File: config.mk
export PLATFORM = sky130hd
export DESIGN_NAME = lsu_ctrl
export DESIGN_NICKNAME = d
export VERILOG_FILES = /design/src/rtl/lsu_ctrl.sv
export SDC_FILE = /design/constraint.sdc
export NUM_CORES = 1
export LEC_CHECK = 0
export CAP_MARGIN = 20
export CORE_MARGIN = 5
export CORE_UTILIZATION = 40
export CTS_BUF_LIST = sky130_fd_sc_hd__clkbuf_4 sky130_fd_sc_hd__clkbuf_8 sky130_fd_sc_hd__clkbuf_16
export CTS_CLUSTER_DIAMETER = 100
export CTS_CLUSTER_SIZE = 10
export DETAILED_ROUTE_END_ITERATION = 16
export PLACE_DENSITY_LB_ADDON = 0.12
export SLEW_MARGIN = 10
export SYNTH_ARGS = -nofsm -noshare
export SYNTH_HDL_FRONTEND = slang
export SYNTH_SLANG_ARGS = --single-unit
File: constraint.sdc
create_clock -name clk -period 2.4 [get_ports clk]
set_input_delay 0.36 -clock clk [delete_from_list [all_inputs] [get_ports clk]]
set_output_delay 0.36 -clock clk [all_outputs]
set_load 0.1 [all_outputs]
File: src/rtl/lsu_ctrl.sv
// Load/store sequencer: turns a decoded memory op into a single word-aligned
// bus transaction, stalls the core while it runs, and returns extended load data.
module lsu_ctrl #(
   parameter int TIMEOUT = 255,
   parameter int CNT_W   = 8
) (
   input  logic        clk,
   input  logic        rst_n,
   input  logic        mem_read,
   input  logic        mem_write,
   input  logic [1:0]  mem_size,
   input  logic        mem_sign,
   input  logic [31:0] addr,
   input  logic [31:0] wdata,
   output logic [31:0] rdata,
   output logic        stall,
   output logic        misalign,
   output logic        timeout,
   output logic        bus_req,
   output logic        bus_we,
   output logic [31:0] bus_addr,
   output logic [3:0]  bus_be,
   output logic [31:0] bus_wdata,
   input  logic [31:0] bus_rdata,
   input  logic        bus_ack
);

   typedef enum logic [1:0] {IDLE, REQ, DONE} state_t;

   localparam logic [CNT_W-1:0] CNT_LAST = CNT_W'(TIMEOUT - 1);

   state_t           state;
   logic [CNT_W-1:0] cnt;
   logic [1:0]       off_q;
   logic [1:0]       size_q;
   logic             sign_q;

   logic             access;
   logic             misal;
   logic [3:0]       be_n;
   logic [31:0]      wdata_n;
   logic [31:0]      shifted;
   logic [7:0]       lane8;
   logic [15:0]      lane16;
   logic [31:0]      ext;

   assign access = mem_read | mem_write;
   assign stall  = ((state == IDLE) && access && !misal) || (state == REQ);

   // alignment check, byte enables and lane-replicated store data for the incoming op
   always_comb begin
      misal   = 1'b0;
      be_n    = 4'b1111;
      wdata_n = wdata;
      case (mem_size)
         2'b00: begin
            be_n    = 4'b0001 << addr[1:0];
            wdata_n = {4{wdata[7:0]}};
         end
         2'b01: begin
            misal   = addr[0];
            be_n    = addr[1] ? 4'b1100 : 4'b0011;
            wdata_n = {2{wdata[15:0]}};
         end
         default: misal = |addr[1:0];
      endcase
   end

   // pick the addressed lane of the returned word and extend it
   always_comb begin
      shifted = bus_rdata >> {off_q, 3'b000};
      lane8   = shifted[7:0];
      lane16  = off_q[1] ? bus_rdata[31:16] : bus_rdata[15:0];
      case (size_q)
         2'b00:   ext = {{24{sign_q & lane8[7]}}, lane8};
         2'b01:   ext = {{16{sign_q & lane16[15]}}, lane16};
         default: ext = bus_rdata;
      endcase
   end

   // sequencer: IDLE accepts, REQ waits for ack or timeout, DONE lets the core advance
   always_ff @(posedge clk or negedge rst_n) begin
      if (!rst_n) begin
         state     <= IDLE;
         cnt       <= '0;
         off_q     <= 2'b00;
         size_q    <= 2'b00;
         sign_q    <= 1'b0;
         rdata     <= '0;
         misalign  <= 1'b0;
         timeout   <= 1'b0;
         bus_req   <= 1'b0;
         bus_we    <= 1'b0;
         bus_addr  <= '0;
         bus_be    <= '0;
         bus_wdata <= '0;
      end else begin
         misalign <= 1'b0;
         timeout  <= 1'b0;
         case (state)
            IDLE: begin
               if (access && !misal) begin
                  bus_we    <= mem_write;
                  bus_addr  <= {addr[31:2], 2'b00};
                  bus_be    <= be_n;
                  bus_wdata <= wdata_n;
                  off_q     <= addr[1:0];
                  size_q    <= mem_size;
                  sign_q    <= mem_sign;
                  bus_req   <= 1'b1;
                  cnt       <= '0;
                  state     <= REQ;
               end else if (access) begin
                  // rejected op: no bus traffic, a store is simply dropped
                  misalign <= 1'b1;
                  rdata    <= '0;
               end
            end
            REQ: begin
               // ack has priority over a timeout in the same cycle
               if (bus_ack) begin
                  if (!bus_we) rdata <= ext;
                  bus_req <= 1'b0;
                  state   <= DONE;
               end else if (cnt == CNT_LAST) begin
                  bus_req <= 1'b0;
                  rdata   <= '0;
                  timeout <= 1'b1;
                  state   <= DONE;
               end else begin
                  cnt <= cnt + CNT_W'(1);
               end
            end
            default: state <= IDLE;
         endcase
      end
   end

endmodule

==> metrics.txt, run 1 <==
clock latency on the worst-skew pair 410 ps; port bufs 206; r2r endpoint rdata[1]; Longest Clk Path Bufs 2; most common cell after layout, fill and taps aside nand2_1; relative max-transition margin 66.57%; kind of critical path in2out; DRC Markers 0; Die W 130.5 um; Seq/Total Area, Yosys 50.44%; Worst Setup End Kind output port; number of global-route vias before repair 5242; CTS buffer count 17; initial antenna violation count 0; clk slew on worst S/H paths 50 ps; share of layout cells above drive strength 1 22.90%; Fin. Hold Viols 0; die area 17020 um2; CP max stage delay 590 ps; mapped cell area 5804 um2; slew of the pin with the lowest slew margin 501.4 ps; Critical Path RT 2040 ps; Synth Instances 630; R2R cell count 7; via count 5285; first-pass GRT wire length 27320 um; Max Freq 446.2 MHz; die height 130.5 um; antenna-violating nets left 0; H-tree depth 4; Avg Inst Size Synth 9.213 um2; Max Cap Viol 0; Slew Viols, Final 0; GP Congestion 0.8298; GRT Util Overall 20.47%; DR WL/cell 16.79 um; Yosys reg bits 117; Nets 942; Arr. time, crit path 1880 ps; Layout area overhead 46.30%; num rows 44; Primary FF master, synth dfrtp_1; crit-path cells clkdlybuf4s50_1 > nor2_2 > buf_4 > o211ai_1 > nand2_2 > buf_12; GRT overflow 0; Critical-path top delay cell clkdlybuf4s50_1; post-DR vias/cell 5.126; I/O pins 209; root buf cell clkbuf_16; Util after Layout 59.10%; Placeable Area 14370 um2; DR pass1 iterations 5; Initial Util 40.40%; EDFF count, synth 0; fillcell total 1271; reg-to-reg slack, setup 280 ps; HPWL after DPL 12660 um; largest net degree at the start of global routing 48; Routed WL 17310 um; post-cts resize count 0; CTS Sinks 117; Async SR Flop Fraction 100.0%; worst r2r src cnt[0]; startpoint types input port; diode count 0; type of the worst min-delay path in2async; # setup viols final 0; Critical Path Fanout Max 7; CTS tree yes; Iter 0 DRT Violations 253; fin crit share 93.38%; Distinct cells, synth 60; run status finished, final reports clean; clock skew 4.996 ps; most frequent cells in the layout 172 x nand2_1, 126 x buf_4, 117 x dfrtp_1; synth warn 0; min cycle time layout 2241 ps; RSZ-0062 raised after global routing no; Worst Hold Slack 443.2 ps
## logic make-up after synthesis
logic type / Yosys count / share of synthesized area, %
buffers and inverters: 71 / 5.130
DFF: 117 / 50.44
xor gates and xnor gates: 2 / 0.3018
other: 1 / 0.06461
and+or+nand+nor: 243 / 17.40
muxes: 43 / 7.803
adders and majority gates: 2 / 0.4311
AOI/OAI and AO/OA: 151 / 18.43
## cell type report
cell class | count | area [um2] | share of cell area [%]
Clock buffer | 26 | 524.3 | 6.174
Clock inverter | 4 | 45.04 | 0.5304
Inverter | 22 | 82.58 | 0.9724
Multi-Input combinational cell | 443 | 2585 | 30.44
Sequential cell | 117 | 2928 | 34.48
Tap cell | 184 | 230.2 | 2.711
Timing Repair Buffer | 235 | 2097 | 24.69
## what timing repair did
item,in CTS,in global routing
hold buffers,1,0
endpoints found under the hold margin,29,0
setup buffers,0,0
## worst max-delay path, delay by kind of cell
kind | cells | cell delay [ps]
AND/OR/NAND/NOR | 2 | 210
buffers and inverters | 3 | 960
AO/OA/AOI/OAI | 1 | 350
## synthesized netlist by cell type (3+ instances only)
| cell type | instances | area, um2 |
|---|---|---|
| o211ai_1 | 3 | 22.52 |
| inv_1 | 22 | 82.58 |
| o41ai_2 | 7 | 113.9 |
| nor2_1 | 38 | 142.6 |
| o31ai_1 | 7 | 52.55 |
| nand2b_1 | 4 | 25.02 |
| nand2_1 | 173 | 649.4 |
| mux2i_1 | 25 | 250.2 |
| buf_1 | 9 | 33.78 |
| o21ai_0 | 44 | 220.2 |
| nor3_1 | 4 | 20.02 |
| dfrtp_1 | 117 | 2928 |
| a21oi_1 | 34 | 170.2 |
| a211oi_1 | 17 | 127.6 |
| mux2_2 | 18 | 202.7 |
| clkbuf_1 | 29 | 108.9 |
| nand3_1 | 3 | 15.01 |
| buf_2 | 6 | 30.03 |
| a32o_1 | 17 | 170.2 |
## stage by stage
step                      worst slack (ps)  instance area (um2)  setup TNS (ps)  instances
after global placement               53.21                 7913               0       1000
after detailed placement            -51.81                 7913          -67.93       1000
after CTS                            149.9                 8492               0       1031
final                                158.8                 8492               0       1031
after floorplan                      113.0                 5811               0        631
after global routing                 19.39                 8492               0       1031
## registers in the layout, indices dropped and copies added, names as in the netlist
register,count
bus_we,1
timeout,1
state,2
bus_wdata,32
off_q,2
size_q,2
cnt,8
misalign,1
bus_req,1
sign_q,1
bus_be,4
bus_addr,30
rdata,32
## per-layer routing
metal	GRT usage (%)	routed length [um]	part of all wire (%)	vias up
met5	0	0	0	-
met1	27.77	7547	44	2504
li1	-	-	-	2581
met3	5.610	1349	7.8	29
met4	7.078	330	1.9	0
met2	31.83	8084	47	171
## worst max-delay path by stage
stage	start	to	slack [ps]	cells after the start
3_3_place_gp	mem_size[1]	rdata[3]	50	6
4_1_cts	state[0]	stall	150	4
2_1_floorplan	bus_we	rdata[0]	110	5
6_report	mem_size[1]	stall	160	6
3_5_place_dp	mem_size[1]	rdata[1]	-50	6
5_1_grt	state[0]	stall	20	4
Power of run 1 is not shown: default switching activity piles up to over one toggle a cycle in this logic, so the estimate is an artifact.
==> run 2: changes to the inputs <==
==> constraint.sdc (replaced) <==
create_clock -name clk -period 1.9 [get_ports clk]
set_input_delay 0.285 -clock clk [delete_from_list [all_inputs] [get_ports clk]]
set_output_delay 0.285 -clock clk [all_outputs]
set_load 0.1 [all_outputs]
==> metrics.txt, run 2 (synthesized netlist as in run 1, its figures left out) <==
min cycle time layout 1957 ps; Initial Util 40.40%; H-tree depth 4; VDD IR max 0.001092 V; GRT Util Overall 20.71%; slew of the pin with the lowest slew margin 552.7 ps; Critical Path Fanout Max 8; Worst Setup End Kind flop; # setup viols final 9; type of the worst min-delay path in2reg; CTS Sinks 117; relative max-transition margin 62.93%; R2R cell count 7; # placed instances 1021; I/O pins 209; DR WL/cell 16.63 um; Nets 971; run status finished with violations; DR pass1 iterations 5; worst r2r src cnt[0]; largest net degree at the start of global routing 51; most frequent cells in the layout 172 x nand2_1, 149 x buf_4, 115 x dfrtp_1; Routed WL 17660 um; Hold Path Stages 4; Die W 130.5 um; initial antenna violation count 0; fillcell total 1241; Arr. time, crit path 2250 ps; diode count 0; failing checks negative setup slack; clk slew on worst S/H paths 50 ps; CTS tree yes; Iter 0 DRT Violations 364; GP Congestion 0.8949; Hold Path Sink off_q[1]; port bufs 206; Hold Crit Start addr[1]; die height 130.5 um; number of global-route vias before repair 5465; CTS buffer count 17; Lkg Pwr 0.004349 uW; GRT overflow 0; setup ws final -57.14 ps; antenna-violating nets left 0; clock skew 5.248 ps; HPWL after DPL 12750 um; first-pass GRT wire length 27490 um; power per cell area 2024 nW/um2; Multi-input gate area 2645 um2; Worst Hold Slack 278.7 ps; placed instance area 8079 um2; via count 5512; dpl ws -393.6 ps; share of layout cells above drive strength 1 26.65%; Placeable Area 14370 um2; final instance area 8889 um2; Regs by FF count bus_wdata x32, rdata x32, bus_addr x30; Max Freq 510.9 MHz; Fin. Hold Viols 0; num rows 44; Slew Viols, Final 0; root buf cell clkbuf_16; Critical Path RT 2190 ps; Layout area overhead 53.14%; fin crit share 103.0%; clock latency on the worst-skew pair 410 ps; r2r endpoint rdata[8]; reg-to-reg slack, setup -60 ps; RSZ-0062 raised after global routing yes; Max Cap Viol 0; kind of critical path reg2reg; post-DR vias/cell 5.190; Longest Clk Path Bufs 2; die area 17020 um2; final cell count without fillers 1062; register area 2933 um2; DRC Markers 0; most common cell after layout, fill and taps aside nand2_1; startpoint types flop
[run 2: changes by cell type in the layout (fill, tap and decap cells not counted), moves of 2 or more]
| cell | previous run | this run |
|---|---|---|
| buf_4 | 126 | 149 |
| buf_6 | 0 | 3 |
| clkbuf_16 | 17 | 19 |
| clkbuf_4 | 4 | 2 |
| clkdlybuf4s50_1 | 102 | 100 |
| clkinvlp_4 | 0 | 3 |
| dfrtp_1 | 117 | 115 |
| o41ai_2 | 7 | 5 |
| o41ai_4 | 0 | 2 |
[run 2: power breakdown]
part | switching, uW | internal [uW]
logic | 8190 | 2570
registers | 595 | 3380
clock network | 1100 | 2160
[run 2: final cells by class]
class                   count  share of cell area, %
flip-flops and latches    117                  33.00
repair buffers            264                  26.80
clock buffers              25                  5.884
clock inverters             7                  1.042
multi-input cells         443                  29.76
inverters                  22                 0.9291
well taps                 184                  2.590
[run 2: what timing repair did]
| action | CTS | global route |
|---|---|---|
| pin swaps | 7 | 8 |
| setup buffers | 3 | 2 |
| endpoints found under the setup margin | 8 | 30 |
| gates resized for setup | 8 | 9 |
| cloned | 1 | 2 |
| endpoints found under the hold margin | 30 | 0 |
| hold buffers | 1 | 0 |
[run 2: worst max path at each step]
stage	slack, ps	end	startpoint
final	-60	rdata[8]	cnt[0]
after CTS	-50	stall	state[0]
after global routing	-90	rdata[15]	cnt[0]
after global placement	-320	rdata[3]	mem_size[1]
after detailed placement	-390	rdata[5]	mem_size[1]
after floorplan	-130	rdata[0]	bus_we
[run 2: per-layer routing]
metal	vias up	track usage, %	part of all wire, %	routed length (um)
li1	2654	-	-	-
met4	0	9.014	2.8	488
met5	-	0	0	0
met2	206	32.92	48	8517
met3	40	5.285	7.0	1242
met1	2612	26.95	42	7414
[run 2: per-stage QoR]
stage | setup TNS (ps) | total power, uW | utilization [%]
2_1_floorplan | -2517 | 11830 | -
3_3_place_gp | -17680 | 14370 | 56.23
3_5_place_dp | -20730 | 14500 | 56.23
4_1_cts | -162.6 | 18000 | 61.24
5_1_grt | -1058 | 18740 | 61.86
6_report | -336.3 | 17990 | 61.86
[run 2: critical path, stage by stage (launching register included)]
cell and delay, ps:
dfrtp_1 370, inv_1 70, ha_2 180, nand3_2 70, o21a_1 200, or3_4 490, clkbuf_16 210, mux2_2 260
Power figures use the tool's default switching activity.
==> run 3: changes to the inputs <==
--- a/config.mk
+++ b/config.mk
@@ -13,7 +13,7 @@
 export CTS_CLUSTER_SIZE = 10
 export DETAILED_ROUTE_END_ITERATION = 16
 export PLACE_DENSITY_LB_ADDON = 0.12
-export SLEW_MARGIN = 10
+export SLEW_MARGIN = 20
 export SYNTH_ARGS = -nofsm -noshare
 export SYNTH_HDL_FRONTEND = slang
 export SYNTH_SLANG_ARGS = --single-unit
==> results of run 3 <==
No change in the layout: final DEF, timing and power equal those of run 2.
